### src/rtl/d_rca_pkg.sv
// Shared configuration helpers for the pipelined ripple-carry adder/subtractor.
package d_rca_pkg;

    function automatic int nstage(input int width, input int seg);
        return width / seg;
    endfunction

    function automatic bit cfg_ok(input int width, input int seg);
        return (seg > 0) && (width >= seg) && ((width % seg) == 0);
    endfunction

endpackage

### src/rtl/d_rca_seg.sv
// Combinational SEG-bit ripple slice: sum and carry-out of every bit position.
module d_rca_seg #(
    parameter int SEG = 4
) (
    input  logic [SEG-1:0] i_a,
    input  logic [SEG-1:0] i_b,
    input  logic           i_cin,
    output logic [SEG-1:0] o_sum,
    output logic [SEG-1:0] o_carry
);

    always_comb begin
        logic c;
        o_sum   = '0;
        o_carry = '0;
        c       = i_cin;
        // NOTE: blocking assignments here are deliberate; c must ripple through
        // the loop within one evaluation, which non-blocking would not do.
        for (int i = 0; i < SEG; i++) begin
            o_sum[i]   = i_a[i] ^ i_b[i] ^ c;
            o_carry[i] = (i_a[i] & i_b[i]) | (c & (i_a[i] ^ i_b[i]));
            c          = o_carry[i];
        end
    end

endmodule

### src/rtl/d_rca_pipe.sv
// Pipelined ripple-carry adder/subtractor: one SEG-bit segment per stage,
// valid/ready on both sides, stalls collapse bubbles.
module d_rca_pipe
    import d_rca_pkg::*;
#(
    parameter int WIDTH = 16,
    parameter int SEG   = 4
) (
    input  logic             clk,
    input  logic             rst_n,
    input  logic             in_valid,
    output logic             in_ready,
    input  logic [WIDTH-1:0] in_a,
    input  logic [WIDTH-1:0] in_b,
    input  logic             in_cin,
    input  logic             in_sub,
    output logic             out_valid,
    input  logic             out_ready,
    output logic [WIDTH-1:0] out_sum,
    output logic             out_cout,
    output logic [WIDTH-1:0] out_carry,
    output logic             out_ovf
);

    localparam int NSTAGE = nstage(WIDTH, SEG);

    if (!cfg_ok(WIDTH, SEG)) begin : g_cfg_err
        $error("d_rca_pipe: WIDTH must be a non-zero multiple of SEG");
    end

    // Operands travel with the partial result; c is the carry handed to the next segment.
    typedef struct packed {
        logic             vld;
        logic [WIDTH-1:0] a;
        logic [WIDTH-1:0] b;
        logic [WIDTH-1:0] sum;
        logic [WIDTH-1:0] carry;
        logic             c;
        logic             ovf;
    } stage_t;

    stage_t              r_stg [NSTAGE];
    logic [NSTAGE-1:0]   w_load;

    // A stage loads when empty or when the stage after it is loading.
    always_comb begin
        logic ld;
        w_load = '0;
        ld     = out_ready;
        for (int k = NSTAGE - 1; k >= 0; k--) begin
            ld        = !r_stg[k].vld | ld;
            w_load[k] = ld;
        end
    end

    assign in_ready = rst_n & w_load[0];

    for (genvar k = 0; k < NSTAGE; k++) begin : g_stage
        stage_t         w_src;
        stage_t         w_nxt;
        logic [SEG-1:0] w_seg_sum;
        logic [SEG-1:0] w_seg_carry;
        logic           w_cin_msb;

        if (k == 0) begin : g_src_in
            always_comb begin
                w_src     = '0;
                w_src.vld = in_valid;
                w_src.a   = in_a;
                w_src.b   = in_sub ? ~in_b : in_b;
                w_src.c   = in_sub | in_cin;
            end
        end else begin : g_src_stage
            assign w_src = r_stg[k-1];
        end

        d_rca_seg #(.SEG(SEG)) u_seg (
            .i_a     (w_src.a[k*SEG +: SEG]),
            .i_b     (w_src.b[k*SEG +: SEG]),
            .i_cin   (w_src.c),
            .o_sum   (w_seg_sum),
            .o_carry (w_seg_carry)
        );

        if (SEG > 1) begin : g_cmsb_seg
            assign w_cin_msb = w_seg_carry[SEG-2];
        end else begin : g_cmsb_in
            assign w_cin_msb = w_src.c;
        end

        // ovf is only meaningful once the top segment has been resolved.
        always_comb begin
            w_nxt                       = w_src;
            w_nxt.sum[k*SEG +: SEG]     = w_seg_sum;
            w_nxt.carry[k*SEG +: SEG]   = w_seg_carry;
            w_nxt.c                     = w_seg_carry[SEG-1];
            w_nxt.ovf                   = w_cin_msb ^ w_seg_carry[SEG-1];
        end

        // NOTE: the data fields are reset as well as the valid flag, because the
        // result outputs are driven straight from the last stage and must read 0.
        always_ff @(posedge clk or negedge rst_n) begin
            if (!rst_n) begin
                r_stg[k] <= '0;
            end else if (w_load[k]) begin
                if (w_src.vld) begin
                    r_stg[k] <= w_nxt;
                end else begin
                    r_stg[k].vld <= 1'b0;
                end
            end
        end
    end

    assign out_valid = r_stg[NSTAGE-1].vld;
    assign out_sum   = r_stg[NSTAGE-1].sum;
    assign out_cout  = r_stg[NSTAGE-1].c;
    assign out_carry = r_stg[NSTAGE-1].carry;
    assign out_ovf   = r_stg[NSTAGE-1].ovf;

endmodule

### config.mk
export PLATFORM = sky130hd
export DESIGN_NAME = d_rca_pipe
export DESIGN_NICKNAME = d
export VERILOG_FILES = /design/src/rtl/d_rca_pkg.sv /design/src/rtl/d_rca_seg.sv /design/src/rtl/d_rca_pipe.sv
export SDC_FILE = /design/constraint.sdc
export NUM_CORES = 1
export LEC_CHECK = 0
export CORE_UTILIZATION = 59
export DETAILED_ROUTE_END_ITERATION = 6
export PLACE_DENSITY = 0.91
export SKIP_LAST_GASP = 1
export SYNTH_ARGS = -nofsm -noshare
export SYNTH_HDL_FRONTEND = slang
export SYNTH_SLANG_ARGS = --single-unit
### constraint.sdc
create_clock -name clk -period 4.45 [get_ports clk]
set_clock_uncertainty 0.2 [all_clocks]
set_input_delay 1.1125 -clock clk [delete_from_list [all_inputs] [get_ports clk]]
set_output_delay 1.1125 -clock clk [all_outputs]
set_load 0.01 [all_outputs]
==> results of run 1 <==
## cell type report
class,count,area (µm²),share of cell area (%)
clock buffers,20,435,6.30
clock inverters,12,155,2.25
inverters,12,45.0,0.652
multi-input cells,177,2020,29.2
flip-flops and latches,133,3330,48.2
well taps,108,135,1.96
repair buffers,81,792,11.5
## per-stage QoR
stage               utilization [%]  hold slack, ns  total power, mW  cell area, µm²
global route                   77.7           0.309             4.96            6910
finish                         77.7           0.298             4.69            6910
global placement               71.1           0.268             3.22            6320
detailed placement             71.1           0.282             3.34            6320
CTS                            77.7           0.300             4.75            6910
floorplan                         -           0.257             2.72            5520
## synth_stat cells, drive strengths merged, types with 2 or more instances
| library cell | instances | area [µm²] |
|---|---|---|
| nand2b | 4 | 25.0 |
| xor2 | 13 | 114 |
| inv | 12 | 45.0 |
| mux2 | 121 | 1360 |
| nand2 | 4 | 15.0 |
| fa | 16 | 320 |
| xnor2 | 4 | 35.0 |
| mux2i | 8 | 80.1 |
| buf | 15 | 130 |
| nor2 | 2 | 7.51 |
| dfrtp | 133 | 3330 |
## power groups by stage
stage / Clock (mW) / Combinational (mW) / Sequential (mW)
final: 1.37 / 1.35 / 1.98
after global routing: 1.45 / 1.47 / 2.04
after CTS: 1.39 / 1.37 / 1.98
after detailed placement: 0 / 1.35 / 1.99
after global placement: 0 / 1.26 / 1.95
after floorplan: 0 / 0.747 / 1.98
## path summary, 6_finish.rpt
kind,start,to,slack (ns)
worst min-delay path,g_stage[1].w_nxt[66]$_DFFE_PN0N_,g_stage[2].w_nxt[66]$_DFFE_PN0P_,0.30
worst max register to register,g_stage[3].w_src[1]$_DFFE_PN0P_,out_ovf$_DFFE_PN0P_,1.27
worst min register to register,g_stage[1].w_nxt[66]$_DFFE_PN0N_,g_stage[2].w_nxt[66]$_DFFE_PN0P_,0.30
worst max-delay path,out_ready,in_ready,0.68
max in group asynchronous,rst_n,out_carry[4]$_DFFE_PN0P_,2.11
min in group asynchronous,rst_n,g_stage[1].w_nxt[66]$_DFFE_PN0N_,0.61
## per-layer routing
| metal | up-vias | GRT usage, % |
|---|---|---|
| li1 | 1325 | - |
| met1 | 1540 | 29.9 |
| met2 | 64 | 40.2 |
| met3 | 14 | 7.02 |
| met4 | 0 | 8.15 |
| met5 | - | 0 |
## state kept, by name (all words and copies together), names as in the netlist
register       cells
out_sum           16
out_carry         16
g_stage.w_src      3
out_valid          1
out_ovf            1
g_stage.w_nxt     96
## kinds of logic (layout without fill, tap and decap cells)
| family | after synthesis | in the layout |
|---|---|---|
| compound gates | 1 | 1 |
| xor+xnor | 17 | 17 |
| fa+ha+maj | 16 | 16 |
| buf+inv | 27 | 125 |
| flops | 133 | 133 |
| mux | 129 | 129 |
| simple gates | 14 | 14 |
==> flow_summary.yaml, run 1 <==
status:
  status: "finished, final reports clean"
power_and_ir_drop:
  power_density_nw_per_um2: 679
  sw_frac_of_total_pct: 27.7
  leakage_nw: 2.97
  combPwrFrac_pct: 28.7
  peakVddDrop_mv: 0.339
  p_seq_share_pct: 42.2
  clkPwrFrac_pct: 29.2
  p_int_mw: 3.39
  switching_power_mw: 1.30
cells_and_area:
  fill_cells: 525
  drive_above_1_share_pct: 37.0
  layout.nets: 476
  most-common-layout-cells: "133 x dfrtp_1, 119 x mux2_2, 72 x clkdlybuf4s50_1"
  syn2layout_area_growth_pct: 25.1
  n_antenna_cell: 0
  final_common_cell: "dfrtp_1"
  final_cell_count_no_fill: 543
clock_tree:
  cts_sinks: 133
  cts_root_buffer: "clkbuf_8"
  clockBufferDepth: 2
  postCtsHoldBufs: 0
  cts_resized: 0
  cts.htree.levels: 4
  post_cts_buffers: 0
  clock_latency_ns: 0.51
  clk_pin_slew_ns: 0.06
  cts-buffers-inserted: 17
  cts_tree: "built"
drt:
  avgViaCountPerCell: 5.42
  drtAntennaViolNets: 0
  routed-via-count: 2943
  drt-pass1-iter-count: 4
  routed-wl-met3_um: 334
  drc: 0
  routed_wl_um: 10000
  routedWlPerCell_um: 18.5
  top_layer: "met4"
  drt_iter0_markers: 70
  dr_wl_met2_um: 5280
  met1Wirelength_um: 4280
sta:
  rsz0062_at_grt: "false"
  hold_viol: 0
  max_slew.worst_pin.slew_ns: 0.952
  fmax_ghz: 0.265
  setup_violations: 0
  setup_slack_ns: 0.680
  drv_slew: 0
  maxSlewHeadroom_pct: 36.3
  fin_crit_sh_pct: 84.7
  fin_setup_tns_ns: 0
  post-route-min-period_ns: 3.77
floorplanning:
  core_area_um2: 8890
  initial_utilization_pct: 62.1
  num_rows: 34
  dieArea_um2: 9750
  die_x_um: 98.7
  die_y_um: 98.7
  io_pins: 74
synthesis:
  netlist_area_um2: 5520
  syn_avg_cell_area_um2: 16.4
  synth-simple-area-share_pct: 1.61
  synth-adder-area-share_pct: 5.80
  ys_ff_latch: 133
  synth_nets: 391
  synth_ff_type: "dfrtp_1"
  synth_edf_count: 0
  synth_top_family_by_area: "multiplexers"
  synth.distinct_cells: 19
  synth-compound-area-share_pct: 0.295
  synthXorXnorAreaFrac_pct: 2.70
  synthCells: 337
  ys_warn_count: 0
  synth.mux.area_fraction_pct: 26.1
  synthArstFlopShare_pct: 100
  seq_area_frac_synth_pct: 60.3
global_routing:
  grt_pass1_wl_um: 17000
  grt_max_degree: 69
  first_global_vias: 3287
  antenna_found_initial: 0
  grt-ovfl-total: 0
  grt.total_usage_pct: 23.9
hold_path:
  min_path_cells: 1
  min_path_type: "reg -> reg"
critical_path:
  crit_path_end_kind: "output port"
  crit_path_max_fanout: 4
  cp.arrival_ns: 2.46
  crit_slowest_cell: "clkdlybuf4s50_1"
  rr_worst_depth: 6
  cp_cell_sequence: "clkdlybuf4s50_1 > nand3b_4 > nor2_1 > nor2b_1 > clkdlybuf4s50_1"
  start_kind: "input port"
  critPathTopFamily: "buffers and inverters"
  cp.depth: 5
  worst_ep_required_time_ns: 3.14
  crit_type: "in -> out"
  crit_top_cell: "clkdlybuf4s50_1"
  path_buf_inv: 2
  cp_slowest_stage_delay_ns: 0.53
flow_run:
  cap_viol_max_count: 0
placement:
  pre_cts_slack_ns: 0.262
  place_inst: 511
  port-buffer-count: 73
  gp_congestion: 0.752
  dp_hpwl_um: 6560
No activity file was read; power rests on OpenSTA's default activity.
==> run 2: changes to the inputs <==
--- a/config.mk
+++ b/config.mk
@@ -5,9 +5,9 @@
 export SDC_FILE = /design/constraint.sdc
 export NUM_CORES = 1
 export LEC_CHECK = 0
-export CORE_UTILIZATION = 59
+export CORE_UTILIZATION = 55
 export DETAILED_ROUTE_END_ITERATION = 6
-export PLACE_DENSITY = 0.91
+export PLACE_DENSITY = 0.86
 export SKIP_LAST_GASP = 1
 export SYNTH_ARGS = -nofsm -noshare
 export SYNTH_HDL_FRONTEND = slang
==> constraint.sdc (replaced) <==
create_clock -name clk -period 3.6 [get_ports clk]
set_clock_uncertainty 0.2 [all_clocks]
set_input_delay 0.9 -clock clk [delete_from_list [all_inputs] [get_ports clk]]
set_output_delay 0.9 -clock clk [all_outputs]
set_load 0.01 [all_outputs]
==> run 2 against run 1 <==
Effect of this change:
- worst hold slack lost 0.0013 ns
- global-route usage is 2.4 points lower
- sequential power rose by 23%
- design area about the same
- via count is 0.75% lower
- register-to-register slack lost 0.83 ns
- critical endpoint unchanged
- largest cell class unchanged
==> flow_summary.yaml, run 2 (same netlist as run 1, synthesis figures left out) <==
status:
  status: "finished, final reports clean"
placement:
  dp_hpwl_um: 6310
  port-buffer-count: 73
  gp_congestion: 0.775
floorplanning:
  io_pins: 74
  core_area_um2: 9730
  initial_utilization_pct: 56.7
  die_y_um: 102
  dieArea_um2: 10400
  num_rows: 36
  die_x_um: 102
critical_path:
  start_kind: "input port"
  rr_worst_depth: 6
  crit_path_max_fanout: 4
  rrSetupSlack_ns: 0.44
  r2r-start: "g_stage[3].w_src[1]$_DFFE_PN0P_"
  endpoint: "in_ready"
  crit_type: "in -> out"
  cp.arrival_ns: 2.29
  critPathLaunch: "out_ready"
  worst_ep_required_time_ns: 2.50
  reg2reg_to: "out_ovf$_DFFE_PN0P_"
  crit_path_end_kind: "output port"
power_and_ir_drop:
  peakVddDrop_mv: 0.349
  power_mw: 5.70
  power_density_nw_per_um2: 825
  leakage_nw: 2.97
sta:
  fin_crit_sh_pct: 94.2
  fmax_ghz: 0.295
  max_slew.worst_pin.slew_ns: 0.954
  maxSlewHeadroom_pct: 36.4
  drv_slew: 0
  setup_violations: 0
  post-route-min-period_ns: 3.39
  fin_setup_tns_ns: 0
  rsz0062_at_grt: "false"
  hold_viol: 0
global_routing:
  grt-ovfl-total: 0
  grt_max_degree: 80
  first_global_vias: 3097
  grt.total_usage_pct: 21.4
  grt_pass1_wl_um: 16000
  antenna_found_initial: 0
clock_tree:
  clock_latency_ns: 0.51
  cts_sinks: 133
  postCtsHoldBufs: 0
  clockBufferDepth: 2
  post_cts_buffers: 0
  cts_tree: "built"
  clk_pin_slew_ns: 0.05
  cts.htree.levels: 4
  cts-buffers-inserted: 17
  cts_root_buffer: "clkbuf_8"
  cts_resized: 0
cells_and_area:
  largest_reg_flops: 96
  final_util_pct: 71.0
  most-common-layout-cells: "133 x dfrtp_1, 119 x mux2_2, 72 x clkdlybuf4s50_1"
  drive_above_1_share_pct: 36.7
  final_common_cell: "dfrtp_1"
  n_antenna_cell: 0
  syn2layout_area_growth_pct: 25.1
  layout.nets: 475
drt:
  routedWlPerCell_um: 17.2
  avgViaCountPerCell: 5.16
  drt_iter0_markers: 92
  routed_wl_um: 9740
  drtAntennaViolNets: 0
  drt-pass1-iter-count: 4
  routed-via-count: 2921
  drc: 0
hold_path:
  min_path_type: "reg -> reg"
  holdCritStartpoint: "g_stage[2].w_nxt[65]$_DFFE_PN0P_"
flow_run:
  cap_viol_max_count: 0
## run 2: area by class of cell
| type | instances | area [µm²] |
|---|---|---|
| clock buffer | 22 | 463 |
| clock inverter | 9 | 103 |
| fill | 672 | 2820 |
| inverter | 12 | 45.0 |
| multi-input combinational | 177 | 2020 |
| sequential | 133 | 3330 |
| tap | 133 | 166 |
| timing repair buffer | 80 | 785 |
## run 2: per-stage QoR
stage | setup slack [ns] | area [µm²] | hold slack [ns] | cells
floorplan | 0.0364 | 5520 | 0.257 | 337
global placement | -0.0928 | 6340 | 0.267 | 535
detailed placement | -0.153 | 6340 | 0.287 | 535
CTS | 0.210 | 6910 | 0.299 | 566
global route | 0.165 | 6910 | 0.310 | 566
finish | 0.209 | 6910 | 0.296 | 566
## run 2: worst min path at each step
stage,to,cells past startpoint,slack [ns]
floorplan,g_stage[2].w_nxt[66]$_DFFE_PN0P_,1,0.26
global placement,g_stage[2].w_nxt[66]$_DFFE_PN0P_,1,0.27
detailed placement,g_stage[2].w_nxt[66]$_DFFE_PN0P_,1,0.29
CTS,g_stage[2].w_nxt[66]$_DFFE_PN0P_,1,0.30
global route,g_stage[2].w_nxt[45]$_DFFE_PN0P_,1,0.31
finish,g_stage[3].w_nxt[65]$_DFFE_PN0P_,1,0.30
## run 2: critical path: stages
cell             delay, ns
clkdlybuf4s50_1       0.51
nand3b_4              0.18
nor2_1                0.06
nor2b_1               0.11
clkdlybuf4s50_1       0.53
## run 2: power by group
group          leakage, nW  switching, mW  internal, mW  total (mW)
Combinational         1.15          0.613          1.03        1.64
Sequential            1.54          0.343          2.09        2.43
Clock                0.273          0.594          1.03        1.62
Total                 2.97           1.55          4.15        5.70
## run 2: per-layer routing
layer	GRT usage (%)	part of all wire, %	up-vias
li1	-	-	1324
met1	28.0	44	1512
met2	33.7	51	69
met3	6.29	3.6	16
met4	9.34	2.1	0
met5	0	0	-
